$ cat src/rtl/cpc_bus_initiator.sv
// Z80-style expansion-bus initiator: turns single commands into M1, memory and IO
// bus cycles, honours READY wait states and aborts cycles stalled for too long.
module cpc_bus_initiator #(
  parameter int unsigned IO_WAIT  = 1,
  parameter int unsigned WAIT_MAX = 255
) (
  input  logic        clk,
  input  logic        reset_b,
  input  logic        cmd_valid,
  output logic        cmd_ready,
  input  logic [2:0]  cmd_op,
  input  logic [15:0] cmd_adr,
  input  logic [7:0]  cmd_wdata,
  output logic        rsp_valid,
  output logic [7:0]  rsp_rdata,
  output logic        rsp_err,
  output logic [15:0] adr,
  output logic [7:0]  data_out,
  output logic        data_oe,
  input  logic [7:0]  data_in,
  output logic        mreq_b,
  output logic        iorq_b,
  output logic        rd_b,
  output logic        wr_b,
  output logic        m1_b,
  output logic        rfsh_b,
  input  logic        ready
);

  localparam logic [2:0] OpMemRd = 3'b000;
  localparam logic [2:0] OpMemWr = 3'b001;
  localparam logic [2:0] OpIoRd  = 3'b010;
  localparam logic [2:0] OpIoWr  = 3'b011;
  localparam logic [2:0] OpM1    = 3'b100;

  localparam logic [1:0] IoWaitW  = 2'(IO_WAIT);
  localparam logic [7:0] WaitMaxW = 8'(WAIT_MAX);

  typedef enum logic [2:0] {StIdle, StT1, StT2, StTa, StTw, StT3, StT4, StDone} state_e;

  state_e      state_q, state_d;
  logic [2:0]  op_q, op_d;
  logic [7:0]  wcnt_q, wcnt_d;
  logic [1:0]  tcnt_q, tcnt_d;
  logic [6:0]  r_q, r_d;
  logic        accept, sample, cap, err_d, io_op;
  logic        in_cyc, late;
  logic        mreq_d, iorq_d, rd_d, wr_d, m1_d, rfsh_d, oe_d;
  logic [15:0] adr_d;

  assign io_op = (op_q[2:1] == 2'b01);

  // Next-state: command accept, IO auto-waits, READY sampling and watchdog abort
  always_comb begin
    state_d = state_q;
    op_d    = op_q;
    wcnt_d  = wcnt_q;
    tcnt_d  = tcnt_q;
    r_d     = r_q;
    accept  = 1'b0;
    sample  = 1'b0;
    cap     = 1'b0;
    err_d   = 1'b0;
    unique case (state_q)
      StIdle, StDone: begin
        if (cmd_valid) begin
          accept = 1'b1;
          op_d   = cmd_op;
          if (cmd_op > OpM1) begin
            state_d = StDone;
            err_d   = 1'b1;
          end else begin
            state_d = StT1;
          end
        end else begin
          state_d = StIdle;
        end
      end
      StT1: begin
        state_d = StT2;
        wcnt_d  = 8'd0;
        tcnt_d  = 2'd0;
      end
      StT2: begin
        if (io_op && IoWaitW != 2'd0) begin
          state_d = StTa;
          tcnt_d  = 2'd1;
        end else begin
          sample = 1'b1;
        end
      end
      StTa: begin
        if (tcnt_q == IoWaitW) sample = 1'b1;
        else tcnt_d = tcnt_q + 2'd1;
      end
      StTw: begin
        if (ready) begin
          state_d = StT3;
          cap     = (op_q == OpM1);
        end else if (wcnt_q == WaitMaxW) begin
          state_d = StDone;
          err_d   = 1'b1;
        end else begin
          wcnt_d = wcnt_q + 8'd1;
        end
      end
      StT3: begin
        state_d = (op_q == OpM1) ? StT4 : StDone;
        cap     = (op_q == OpMemRd) || (op_q == OpIoRd);
      end
      StT4: begin
        state_d = StDone;
        r_d     = r_q + 7'd1;
      end
      default: state_d = StIdle;
    endcase
    if (sample) begin
      if (ready) begin
        state_d = StT3;
        cap     = (op_q == OpM1);
      end else begin
        state_d = StTw;
        wcnt_d  = 8'd1;
      end
    end
  end

  // Strobe decode from the upcoming state so every bus output comes straight from a flop
  always_comb begin
    mreq_d = 1'b1;
    iorq_d = 1'b1;
    rd_d   = 1'b1;
    wr_d   = 1'b1;
    m1_d   = 1'b1;
    rfsh_d = 1'b1;
    oe_d   = 1'b0;
    in_cyc = state_d inside {StT1, StT2, StTa, StTw, StT3};
    late   = state_d inside {StT2, StTa, StTw, StT3};
    case (op_d)
      OpMemRd: if (in_cyc) begin
        mreq_d = 1'b0;
        rd_d   = 1'b0;
      end
      OpMemWr: begin
        if (in_cyc) begin
          mreq_d = 1'b0;
          oe_d   = 1'b1;
        end
        if (late) wr_d = 1'b0;
      end
      OpIoRd: if (late) begin
        iorq_d = 1'b0;
        rd_d   = 1'b0;
      end
      OpIoWr: begin
        if (in_cyc) oe_d = 1'b1;
        if (late) begin
          iorq_d = 1'b0;
          wr_d   = 1'b0;
        end
      end
      OpM1: begin
        if (state_d inside {StT1, StT2, StTw}) begin
          m1_d   = 1'b0;
          mreq_d = 1'b0;
          rd_d   = 1'b0;
        end else if (state_d == StT3) begin
          rfsh_d = 1'b0;
        end else if (state_d == StT4) begin
          mreq_d = 1'b0;
          rfsh_d = 1'b0;
        end
      end
      default: ;
    endcase
    // Refresh cycles put the 7-bit refresh counter on the low address byte
    if (accept && state_d == StT1)                          adr_d = cmd_adr;
    else if (op_d == OpM1 && state_d inside {StT3, StT4}) adr_d = {8'h00, 1'b0, r_q};
    else                                                    adr_d = adr;
  end

  // State and registered outputs; reset releases the bus asynchronously
  always_ff @(posedge clk or negedge reset_b) begin
    if (!reset_b) begin
      state_q   <= StIdle;
      op_q      <= 3'b000;
      wcnt_q    <= 8'd0;
      tcnt_q    <= 2'd0;
      r_q       <= 7'd0;
      mreq_b    <= 1'b1;
      iorq_b    <= 1'b1;
      rd_b      <= 1'b1;
      wr_b      <= 1'b1;
      m1_b      <= 1'b1;
      rfsh_b    <= 1'b1;
      data_oe   <= 1'b0;
      adr       <= 16'h0000;
      data_out  <= 8'h00;
      cmd_ready <= 1'b1;
      rsp_valid <= 1'b0;
      rsp_err   <= 1'b0;
      rsp_rdata <= 8'h00;
    end else begin
      state_q   <= state_d;
      op_q      <= op_d;
      wcnt_q    <= wcnt_d;
      tcnt_q    <= tcnt_d;
      r_q       <= r_d;
      mreq_b    <= mreq_d;
      iorq_b    <= iorq_d;
      rd_b      <= rd_d;
      wr_b      <= wr_d;
      m1_b      <= m1_d;
      rfsh_b    <= rfsh_d;
      data_oe   <= oe_d;
      adr       <= adr_d;
      cmd_ready <= (state_d == StIdle) || (state_d == StDone);
      rsp_valid <= (state_d == StDone);
      rsp_err   <= err_d;
      if (accept && (cmd_op == OpMemWr || cmd_op == OpIoWr)) data_out <= cmd_wdata;
      if (cap) rsp_rdata <= data_in;
    end
  end

endmodule

$ cat config.mk
export PLATFORM = sky130hd
export DESIGN_NAME = cpc_bus_initiator
export DESIGN_NICKNAME = d
export VERILOG_FILES = /design/src/rtl/cpc_bus_initiator.sv
export SDC_FILE = /design/constraint.sdc
export NUM_CORES = 1
export LEC_CHECK = 0
export ABC_AREA = 0
export CAP_MARGIN = 20
export CORE_ASPECT_RATIO = 1.75
export CORE_MARGIN = 5
export CORE_UTILIZATION = 40
export DETAILED_ROUTE_END_ITERATION = 16
export PLACE_DENSITY = 0.67
export SYNTH_ARGS = -nofsm -noshare
export SYNTH_HDL_FRONTEND = slang
export SYNTH_SLANG_ARGS = --single-unit
$ cat constraint.sdc
create_clock -name clk -period 3.8 [get_ports clk]
set_input_delay 0.57 -clock clk [delete_from_list [all_inputs] [get_ports clk]]
set_output_delay 0.57 -clock clk [all_outputs]
set_load 0.01 [all_outputs]
==> results of run 1 <==
## flip-flops by register name (all words and copies together), names as in the netlist, 2 cells and up
name	cells
r_q	7
op_q	3
data_out	8
rsp_rdata	8
adr	16
wcnt_q	8
tcnt_q	2
state_q	3
## how the worst max path moves through the flow
stage | startpoint | endpoint | depth (start not counted)
6_report | cmd_valid | adr[11]$_DFFE_PN0P_ | 8
5_1_grt | cmd_valid | adr[11]$_DFFE_PN0P_ | 8
4_1_cts | cmd_valid | adr[11]$_DFFE_PN0P_ | 8
3_5_place_dp | cmd_valid | adr[11]$_DFFE_PN0P_ | 8
3_3_place_gp | cmd_valid | adr[7]$_DFFE_PN0P_ | 8
2_1_floorplan | state_q[1]$_DFF_PN0_ | adr[10]$_DFFE_PN0P_ | 9
## metal layers
metal,share of wire,global-route usage,up-vias
li1,-,-,1272
met5,0,0,-
met3,0.034,0.0403,9
met2,0.57,0.330,55
met1,0.38,0.185,1327
met4,0.020,0.0834,0
## cell usage in the layout (no fill, tap or decap), types with 3 or more instances in the layout
cell	synthesis	layout
o21ai_0	11	11
a21oi_1	19	19
buf_4	4	4
dfstp_2	7	7
nand2_1	13	13
dfrtp_1	58	58
nand2b_1	5	5
a211oi_1	3	3
xor2_1	4	4
nor3_1	4	4
ha_1	3	3
nor2_1	27	27
and4_1	5	5
xnor2_1	3	3
a22o_1	9	9
clkbuf_1	1	3
a31oi_1	10	10
a21boi_0	3	3
clkbuf_16	0	9
and4b_1	3	3
clkdlybuf4s50_1	0	79
mux2_2	17	17
and2_1	3	3
o21ai_1	7	7
inv_1	4	4
nand3_1	7	7
## cells in the mapped netlist, drive strengths merged (2+ instances only)
cell type  number
a211oi          3
a21boi          5
a21o            2
a21oi          20
a22o            9
a31oi          11
a41oi           2
and2            4
and4            5
and4b           3
buf             9
dfrtp          58
dfstp           7
ha              3
inv             6
mux2           17
nand2          14
nand2b          5
nand3           8
nand3b          2
nand4           2
nor2           28
nor2b           3
nor3            6
nor3b           4
o211a           2
o211ai          3
o21a            2
o21ai          18
o221a           2
o221ai          3
o22ai           2
o31ai           2
or3             2
or3b            2
xnor2           3
xor2            4
## power breakdown
| group | internal [mW] | switching [mW] |
|---|---|---|
| Sequential | 0.998 | 0.201 |
| Clock | 0.544 | 0.286 |
| Combinational | 0.929 | 1.07 |
## per-stage QoR
| step | worst slack, ns | total power, mW |
|---|---|---|
| 6_report | 0.859 | 4.03 |
| 5_1_grt | 0.657 | 4.28 |
| 4_1_cts | 0.876 | 4.06 |
| 3_5_place_dp | 0.545 | 3.21 |
| 3_3_place_gp | 0.650 | 3.17 |
| 2_1_floorplan | 1.59 | 2.47 |
## cell families after synthesis
kind of cell | synth area share
muxes | 0.0588
and+or+nand+nor | 0.176
DFF | 0.502
adders and majority gates | 0.0115
buffers and inverters | 0.0288
xor gates and xnor gates | 0.0188
AOI/OAI and AO/OA | 0.204
## final cells by class
cell class	instances	area, um^2	share of cell area
clock buffers	14	264	0.0596
clock inverters	2	37.5	0.00848
inverters	6	22.5	0.00509
multi-input cells	212	1530	0.345
flip-flops and latches	65	1640	0.369
well taps	90	113	0.0254
repair buffers	84	826	0.187
## worst max-delay path: stages
cell and delay, ns:
clkdlybuf4s50_1 0.63, nor4b_2 0.33, nor2_1 0.16, o21a_1 0.16, and2_1 0.29, nor3_4 0.65, a21oi_4 0.13, a22o_1 0.23
==> run_results.csv, run 1 <==
group,metric,value,unit
routing,wl_per_cell,18.0,um
logic_synthesis,yosys_most_used_dff,"dfrtp_1",
global_routing,grt_pass1_vias,2802,
clocking,path_clk_slew,0.05,ns
routing,routed_wl,8500,um
worst_setup_path,arrival,3.15,ns
timing,finalHoldViolations,0,
floorplanning,core_area,0.00796,mm^2
clocking,ctsHoldBuffers,0,
timing,setup_violations,0,
clocking,htree_levels,3,
routing,detail-route-antenna-nets,0,
flow_run,max_cap_viol_count,0,
logic_synthesis,yosysTopAreaCellShare,0.445,
logic_synthesis,ys_seq_elements,65,
logic_synthesis,synth_edf_count,0,
cells_and_area,fin_cells,473,
cells_and_area,syn2layout_area_growth,35.9,%
logic_synthesis,async_reset_ff_frac,1.00,
clocking,cts_num_sinks,65,
logic_synthesis,yosys_warnings,0,
status,run_status,"completed",
clocking,clock_latency,0.33,ns
worst_setup_path,rr_startpoint,"state_q[1]$_DFF_PN0_",
global_routing,grt_overflow,0,
routing,first_iter_violations,176,
timing,fin_skew,0.00465,ns
logic_synthesis,ys_top_cells_by_area,"dfrtp_1 45%, mux2_2 5.9%, dfstp_2 5.6%, nor2_1 3.1%, a21oi_1 2.9%",
clocking,cts_root_buf,"clkbuf_16",
clocking,cts-resized-gates,0,
cells_and_area,layout.nets,420,
routing,firstDrtPassIters,4,
global_routing,grt_pass1_wl,13800,um
timing,min_period_over_period,0.774,
floorplanning,io_pins,81,
floorplanning,die_w,78.2,um
worst_setup_path,cp-start-kind,"primary input",
cells_and_area,nFillCells,711,
pwr,power_density,910,mW/mm^2
global_routing,grt_max_degree,66,
logic_synthesis,avgSynthCellArea,11.1,um^2
timing,timing.fmax,340,MHz
timing,fin_tns_setup,0,ns
timing,rsz0062_at_grt,"no",
routing,avgViaCountPerCell,5.63,
floorplanning,die-height,129,um
routing,via_count,2663,
worst_setup_path,crit_required,4.01,ns
clocking,cts_tree,"yes",
clocking,cts_buffer_depth,2,
pwr,p_leak,1.83,nW
worst_setup_path,rr_endpoint,"adr[11]$_DFFE_PN0P_",
placement,dp_cells,457,
hold_path,hold_path_class,"in -> async",
global_routing,grtUsageTotal,0.177,
cells_and_area,final_core_util,0.556,
cells_and_area,antenna_cells,0,
global_routing,antenna_found_initial,0,
logic_synthesis,postSynthCellCount,293,
cells_and_area,drive_gt1_frac,0.167,
worst_setup_path,end_kind,"flip-flop",
worst_setup_path,worstSetupPathType,"in -> reg",
worst_setup_path,regToRegSetupSlack,0.87,ns
floorplanning,dieArea,0.0101,mm^2
timing,slew_viol_final,0,
clocking,numCtsBuffers,9,
placement,portBuffers,80,
timing,worst_slew_pin_slew,0.841,ns
floorplanning,row_count,43,
logic_synthesis,yosys.area.top_type,"dfrtp_1",
timing,fin_crit,2.94,ns
worst_setup_path,rr_worst_depth,8,
placement,dp_hpwl,6240,um
logic_synthesis,synth_cell_types,68,
clocking,cts_setup_buffers,0,
logic_synthesis,syn_area,0.00326,mm^2
worst_setup_path,cp_max_fo,17,
logic_synthesis,syn_nets,335,
placement,gp_routability_congestion,0.872,
logic_synthesis,synth-seq-area-share,0.502,
timing,holdWs,0.413,ns
cells_and_area,final_cell_area,0.00443,mm^2
timing,relSlewSlack,0.439,
pwr,peakVddDrop,0.000424,V
placement,placed_area,0.00413,mm^2
routing,drc,0,
floorplanning,initial_core_util,0.409,
No activity file was read; power rests on OpenSTA's default activity.
==> run 2, diff against run 1 <==
==> constraint.sdc (replaced) <==
create_clock -name clk -period 2.8 [get_ports clk]
set_input_delay 0.42 -clock clk [delete_from_list [all_inputs] [get_ports clk]]
set_output_delay 0.42 -clock clk [all_outputs]
set_load 0.01 [all_outputs]
==> run 2 against run 1 <==
Effect of this change:
- wire length is 0.66% higher
- highest routed layer unchanged
- critical path depth is 1 higher
- die area stayed put
- critical path type is now reg -> reg
==> run_results.csv, run 2 (synthesis gave the netlist of run 1 again) <==
group,metric,value,unit
status,run_status,"completed",
timing,worst_slack,0.215,ns
worst_setup_path,arrival,2.84,ns
routing,drc,0,
floorplanning,io_pins,81,
routing,routed_wl,8560,um
routing,via_count,2760,
placement,portBuffers,80,
flow_run,max_cap_viol_count,0,
timing,worst_slew_pin_slew,0.737,ns
floorplanning,dieArea,0.0101,mm^2
pwr,power_frac_clock,0.197,
timing,slew_viol_final,0,
global_routing,grt_overflow,0,
clocking,cts_root_buf,"clkbuf_16",
pwr,switching_share,0.377,
timing,setup_violations,0,
global_routing,grtUsageTotal,0.180,
pwr,power.switching,2.14,mW
placement,pre_cts_slack,-0.00763,ns
pwr,pwr-share-comb,0.514,
cells_and_area,antenna_cells,0,
worst_setup_path,crit_required,3.05,ns
clocking,cts_tree,"yes",
timing,relSlewSlack,0.509,
clocking,htree_levels,3,
global_routing,grt_pass1_wl,14300,um
cells_and_area,layout_common_cells,"79 x clkdlybuf4s50_1, 56 x dfrtp_1, 27 x nor2_1",
timing,holdWs,0.147,ns
cells_and_area,layout.nets,439,
pwr,peakVddDrop,0.000657,V
worst_setup_path,cp-start-kind,"flip-flop",
cells_and_area,drive_gt1_frac,0.211,
pwr,seq_power_share,0.289,
floorplanning,row_count,43,
clocking,clock_latency,0.33,ns
placement,gp_routability_congestion,0.873,
clocking,cts_buffer_depth,2,
global_routing,grt_pass1_vias,2982,
cells_and_area,nFillCells,693,
routing,avgViaCountPerCell,5.61,
pwr,p_int,3.54,mW
routing,first_iter_violations,103,
cells_and_area,fin_cells,492,
worst_setup_path,end_kind,"flip-flop",
timing,timing.fmax,387,MHz
worst_setup_path,cp_max_fo,9,
pwr,p_leak,1.93,nW
clocking,cts_num_sinks,65,
clocking,numCtsBuffers,9,
timing,min_period_over_period,0.923,
worst_setup_path,worstSetupPathType,"reg -> reg",
floorplanning,die-height,129,um
timing,fin_tns_setup,0,ns
routing,wl_per_cell,17.4,um
floorplanning,initial_core_util,0.409,
global_routing,antenna_found_initial,0,
floorplanning,die_w,78.2,um
clocking,path_clk_slew,0.05,ns
routing,detail-route-antenna-nets,0,
global_routing,grt_max_degree,34,
cells_and_area,final_common_cell,"clkdlybuf4s50_1",
placement,dp_hpwl,6570,um
floorplanning,core_area,0.00796,mm^2
pwr,power_density,1240,mW/mm^2
cells_and_area,syn2layout_area_growth,41.1,%
timing,rsz0062_at_grt,"no",
cells_and_area,largest_reg_flops,16,
cells_and_area,seq_area,0.00164,mm^2
clocking,ctsHoldBuffers,0,
cells_and_area,regMostFlops,"adr",
routing,firstDrtPassIters,4,
hold_path,hold_path_class,"in -> async",
cells_and_area,multi_input_area,0.00153,mm^2
timing,finalHoldViolations,0,
timing,fin_crit,2.59,ns
placement,dp_cells,476,
timing,fin_skew,0.00555,ns
## run 2: area by class of cell
type,instances,area share
Sequential cell,65,0.356
Multi-Input combinational cell,212,0.333
Timing Repair Buffer,103,0.216
Clock buffer,14,0.0574
Tap cell,90,0.0245
Clock inverter,2,0.00817
Inverter,6,0.00490
## run 2: through the flow
stage,cell area [um^2],util,power (mW)
after floorplan,3260,-,3.36
after global placement,4290,0.539,4.52
after detailed placement,4290,0.539,4.59
after CTS,4590,0.577,5.75
after global routing,4600,0.577,6.08
final,4600,0.577,5.69
## run 2: power by group through the flow
stage               clock, mW  sequential [mW]  combinational [mW]
finish                   1.12             1.64                2.92
global route             1.19             1.70                3.19
CTS                      1.15             1.64                2.95
detailed placement          0             1.65                2.94
global placement            0             1.64                2.88
floorplan                   0             1.70                1.66
## run 2: path summary, 6_finish.rpt
| path | startpoint | to | slack (ns) | cells past startpoint |
|---|---|---|---|---|
| max in group asynchronous | reset_b | rfsh_b$_DFF_PN1_ | 1.95 | 2 |
| setup / recovery | state_q[1]$_DFF_PN0_ | adr[5]$_DFFE_PN0P_ | 0.21 | 9 |
| hold reg to reg | r_q[5]$_DFFE_PN0N_ | r_q[5]$_DFFE_PN0N_ | 0.50 | 1 |
| hold / removal | reset_b | data_out[0]$_DFFE_PN0P_ | 0.15 | 1 |
| min in group clk | r_q[5]$_DFFE_PN0N_ | r_q[5]$_DFFE_PN0N_ | 0.50 | 1 |
| setup reg to reg | state_q[1]$_DFF_PN0_ | adr[5]$_DFFE_PN0P_ | 0.21 | 9 |
## run 2: what timing repair did
item,4_1_cts,5_1_grt
buffers inserted,0,0
gates resized for setup,0,2
endpoints found under the hold margin,0,0
setup endpoints to repair,0,16
## run 2: metal layers
metal	GRT usage	wire length (um)
met1	0.184	3100
met2	0.327	4750
met3	0.0522	407
met4	0.0999	294
met5	0	0
## run 2: critical path, stage by stage (launching register included)
cell and delay [ns]:
dfrtp_1 0.48, nor2b_1 0.24, or3b_1 0.41, a221oi_2 0.36, inv_2 0.12, nor3_4 0.21, o211a_1 0.27, buf_12 0.14
a31oi_1 0.09, a21oi_1 0.17
==> run 3, diff against run 2 <==
--- a/config.mk
+++ b/config.mk
@@ -5,10 +5,9 @@
 export SDC_FILE = /design/constraint.sdc
 export NUM_CORES = 1
 export LEC_CHECK = 0
-export ABC_AREA = 0
 export CAP_MARGIN = 20
 export CORE_ASPECT_RATIO = 1.75
-export CORE_MARGIN = 5
+export CORE_MARGIN = 2
 export CORE_UTILIZATION = 40
 export DETAILED_ROUTE_END_ITERATION = 16
 export PLACE_DENSITY = 0.67
==> run 3 against run 2 <==
Effect of this change:
- design area decreased by 0.63%
- clock skew increased by 0.0014 ns
- final cell count decreased by 0.41%
- register-to-register slack improved by 0.05 ns
- critical path depth decreased by 1
- clock power decreased by 4%
- sequential share of layout area increased by 0.20 points
- power decreased by 0.83%
- wire length decreased by 1.5%
- largest cell class unchanged
- highest routed layer unchanged
==> run_results.csv, run 3 (synthesis gave the netlist of run 1 again) <==
group,metric,value,unit
routing,route.top_layer_used,"met4",
cells_and_area,syn2layout_area_growth,40.2,%
cells_and_area,final_core_util,0.578,
global_routing,grt_overflow,0,
pwr,p_int,3.47,mW
pwr,power,5.64,mW
floorplanning,core_area,0.00791,mm^2
timing,setup_violations,0,
worst_setup_path,end_kind,"flip-flop",
timing,fin_tns_setup,0,ns
global_routing,grt_pass1_vias,2787,
global_routing,grt_max_degree,66,
worst_setup_path,worstSetupPathType,"reg -> reg",
floorplanning,die-height,123,um
routing,detail-route-antenna-nets,0,
worst_setup_path,cp-start-kind,"flip-flop",
pwr,peakVddDrop,0.000618,V
timing,rsz0062_at_grt,"no",
cells_and_area,layout_common_cells,"79 x clkdlybuf4s50_1, 57 x dfrtp_1, 27 x nor2_1",
timing,timing.fmax,395,MHz
routing,firstDrtPassIters,4,
global_routing,antenna_found_initial,0,
routing,first_iter_violations,134,
clocking,cts_tree,"yes",
cells_and_area,layout.nets,437,
worst_setup_path,arrival,2.79,ns
timing,slew_viol_final,0,
clocking,htree_levels,3,
cells_and_area,antenna_cells,0,
cells_and_area,nFillCells,682,
global_routing,grt_pass1_wl,13700,um
routing,wl_per_cell,17.2,um
worst_setup_path,regToRegSetupSlack,0.27,ns
cells_and_area,largest_reg_flops,16,
timing,holdWs,0.0878,ns
cells_and_area,drive_gt1_frac,0.208,
timing,worst_slack,0.266,ns
placement,portBuffers,80,
cells_and_area,regMostFlops,"adr",
cells_and_area,final_common_cell,"clkdlybuf4s50_1",
routing,routed_wl,8430,um
status,run_status,"completed",
worst_setup_path,crit_required,3.05,ns
floorplanning,initial_core_util,0.412,
clocking,clock_latency,0.33,ns
clocking,cts_root_buf,"clkbuf_16",
floorplanning,io_pins,81,
clocking,numCtsBuffers,9,
cells_and_area,seq_area,0.00164,mm^2
clocking,cts_num_sinks,65,
worst_setup_path,rr_startpoint,"state_q[2]$_DFF_PN0_",
routing,drc,0,
pwr,switching_share,0.384,
pwr,power.switching,2.17,mW
placement,pre_cts_slack,-0.00668,ns
timing,fin_skew,0.00696,ns
cells_and_area,multi_input_area,0.00153,mm^2
pwr,seq_power_share,0.291,
worst_setup_path,cp-startpoint,"state_q[2]$_DFF_PN0_",
routing,dr_wl_met2,4570,um
timing,min_period_over_period,0.905,
timing,fin_crit,2.53,ns
timing,finalHoldViolations,0,
global_routing,grtUsageTotal,0.201,
worst_setup_path,cp_max_fo,8,
worst_setup_path,rr_endpoint,"adr[4]$_DFFE_PN0P_",
placement,dp_hpwl,6170,um
worst_setup_path,rr_worst_depth,8,
routing,avgViaCountPerCell,5.61,
routing,wl_met1,3220,um
pwr,power_frac_clock,0.192,
worst_setup_path,endpoint,"adr[4]$_DFFE_PN0P_",
floorplanning,dieArea,0.00891,mm^2
flow_run,max_cap_viol_count,0,
routing,via_count,2748,
clocking,cts_buffer_depth,2,
pwr,power_density,1230,mW/mm^2
floorplanning,die_w,72.2,um
timing,worst_slew_pin_slew,0.637,ns
floorplanning,row_count,43,
placement,gp_routability_congestion,0.883,
clocking,ctsHoldBuffers,0,
clocking,path_clk_slew,0.05,ns
pwr,p_leak,1.91,nW
routing,wl_met3,376,um
timing,relSlewSlack,0.574,
hold_path,hold_path_class,"in -> async",
pwr,pwr-share-comb,0.518,
## run 3: cell type report
| cell class | count | area share |
|---|---|---|
| Timing Repair Buffer | 101 | 0.214 |
| Clock buffer | 11 | 0.0509 |
| Sequential cell | 65 | 0.358 |
| Tap cell | 90 | 0.0247 |
| Inverter | 6 | 0.00493 |
| Clock inverter | 5 | 0.0123 |
| Multi-Input combinational cell | 212 | 0.335 |
## run 3: how the worst min path moves through the flow
stage                 start                      end  slack (ns)  depth (start not counted)
global route        reset_b  data_out[7]$_DFFE_PN0P_        0.12                          2
detailed placement  reset_b        rsp_err$_DFF_PN0_        0.46                          2
floorplan           reset_b       adr[0]$_DFFE_PN0P_        0.12                          0
finish              reset_b        rsp_err$_DFF_PN0_        0.09                          2
global placement    reset_b        rsp_err$_DFF_PN0_        0.46                          2
CTS                 reset_b  data_out[7]$_DFFE_PN0P_        0.12                          2
## run 3: layer usage
layer | vias up | track usage
li1 | 1299 | -
met4 | 0 | 0.101
met1 | 1354 | 0.223
met3 | 19 | 0.0513
met2 | 76 | 0.348
met5 | - | 0
## run 3: metrics by stage
step	cells	area [um^2]
6_report	490	4570
5_1_grt	490	4570
4_1_cts	490	4570
3_5_place_dp	474	4280
3_3_place_gp	474	4280
2_1_floorplan	293	3260
## run 3: power by group through the flow
stage	registers [mW]	logic, mW	clock network (mW)
after CTS	1.64	2.93	1.10
after global routing	1.69	3.17	1.14
after global placement	1.63	2.86	0
after floorplan	1.70	1.66	0
final	1.64	2.92	1.08
after detailed placement	1.64	2.91	0
## run 3: critical path, stage by stage, from the launching register on
cell and delay (ns):
dfrtp_1 0.49, buf_4 0.21, and3b_1 0.20, a21oi_1 0.12
o22ai_1 0.37, nand3_1 0.18, o211ai_1 0.55, o21ai_0 0.18
a21oi_1 0.15
## run 3: what timing repair did
action / CTS / global route
endpoints found under the hold margin: 0 / 0
setup endpoints to repair: 0 / 17
buffers inserted: 0 / 0
gates resized for setup: 0 / 1
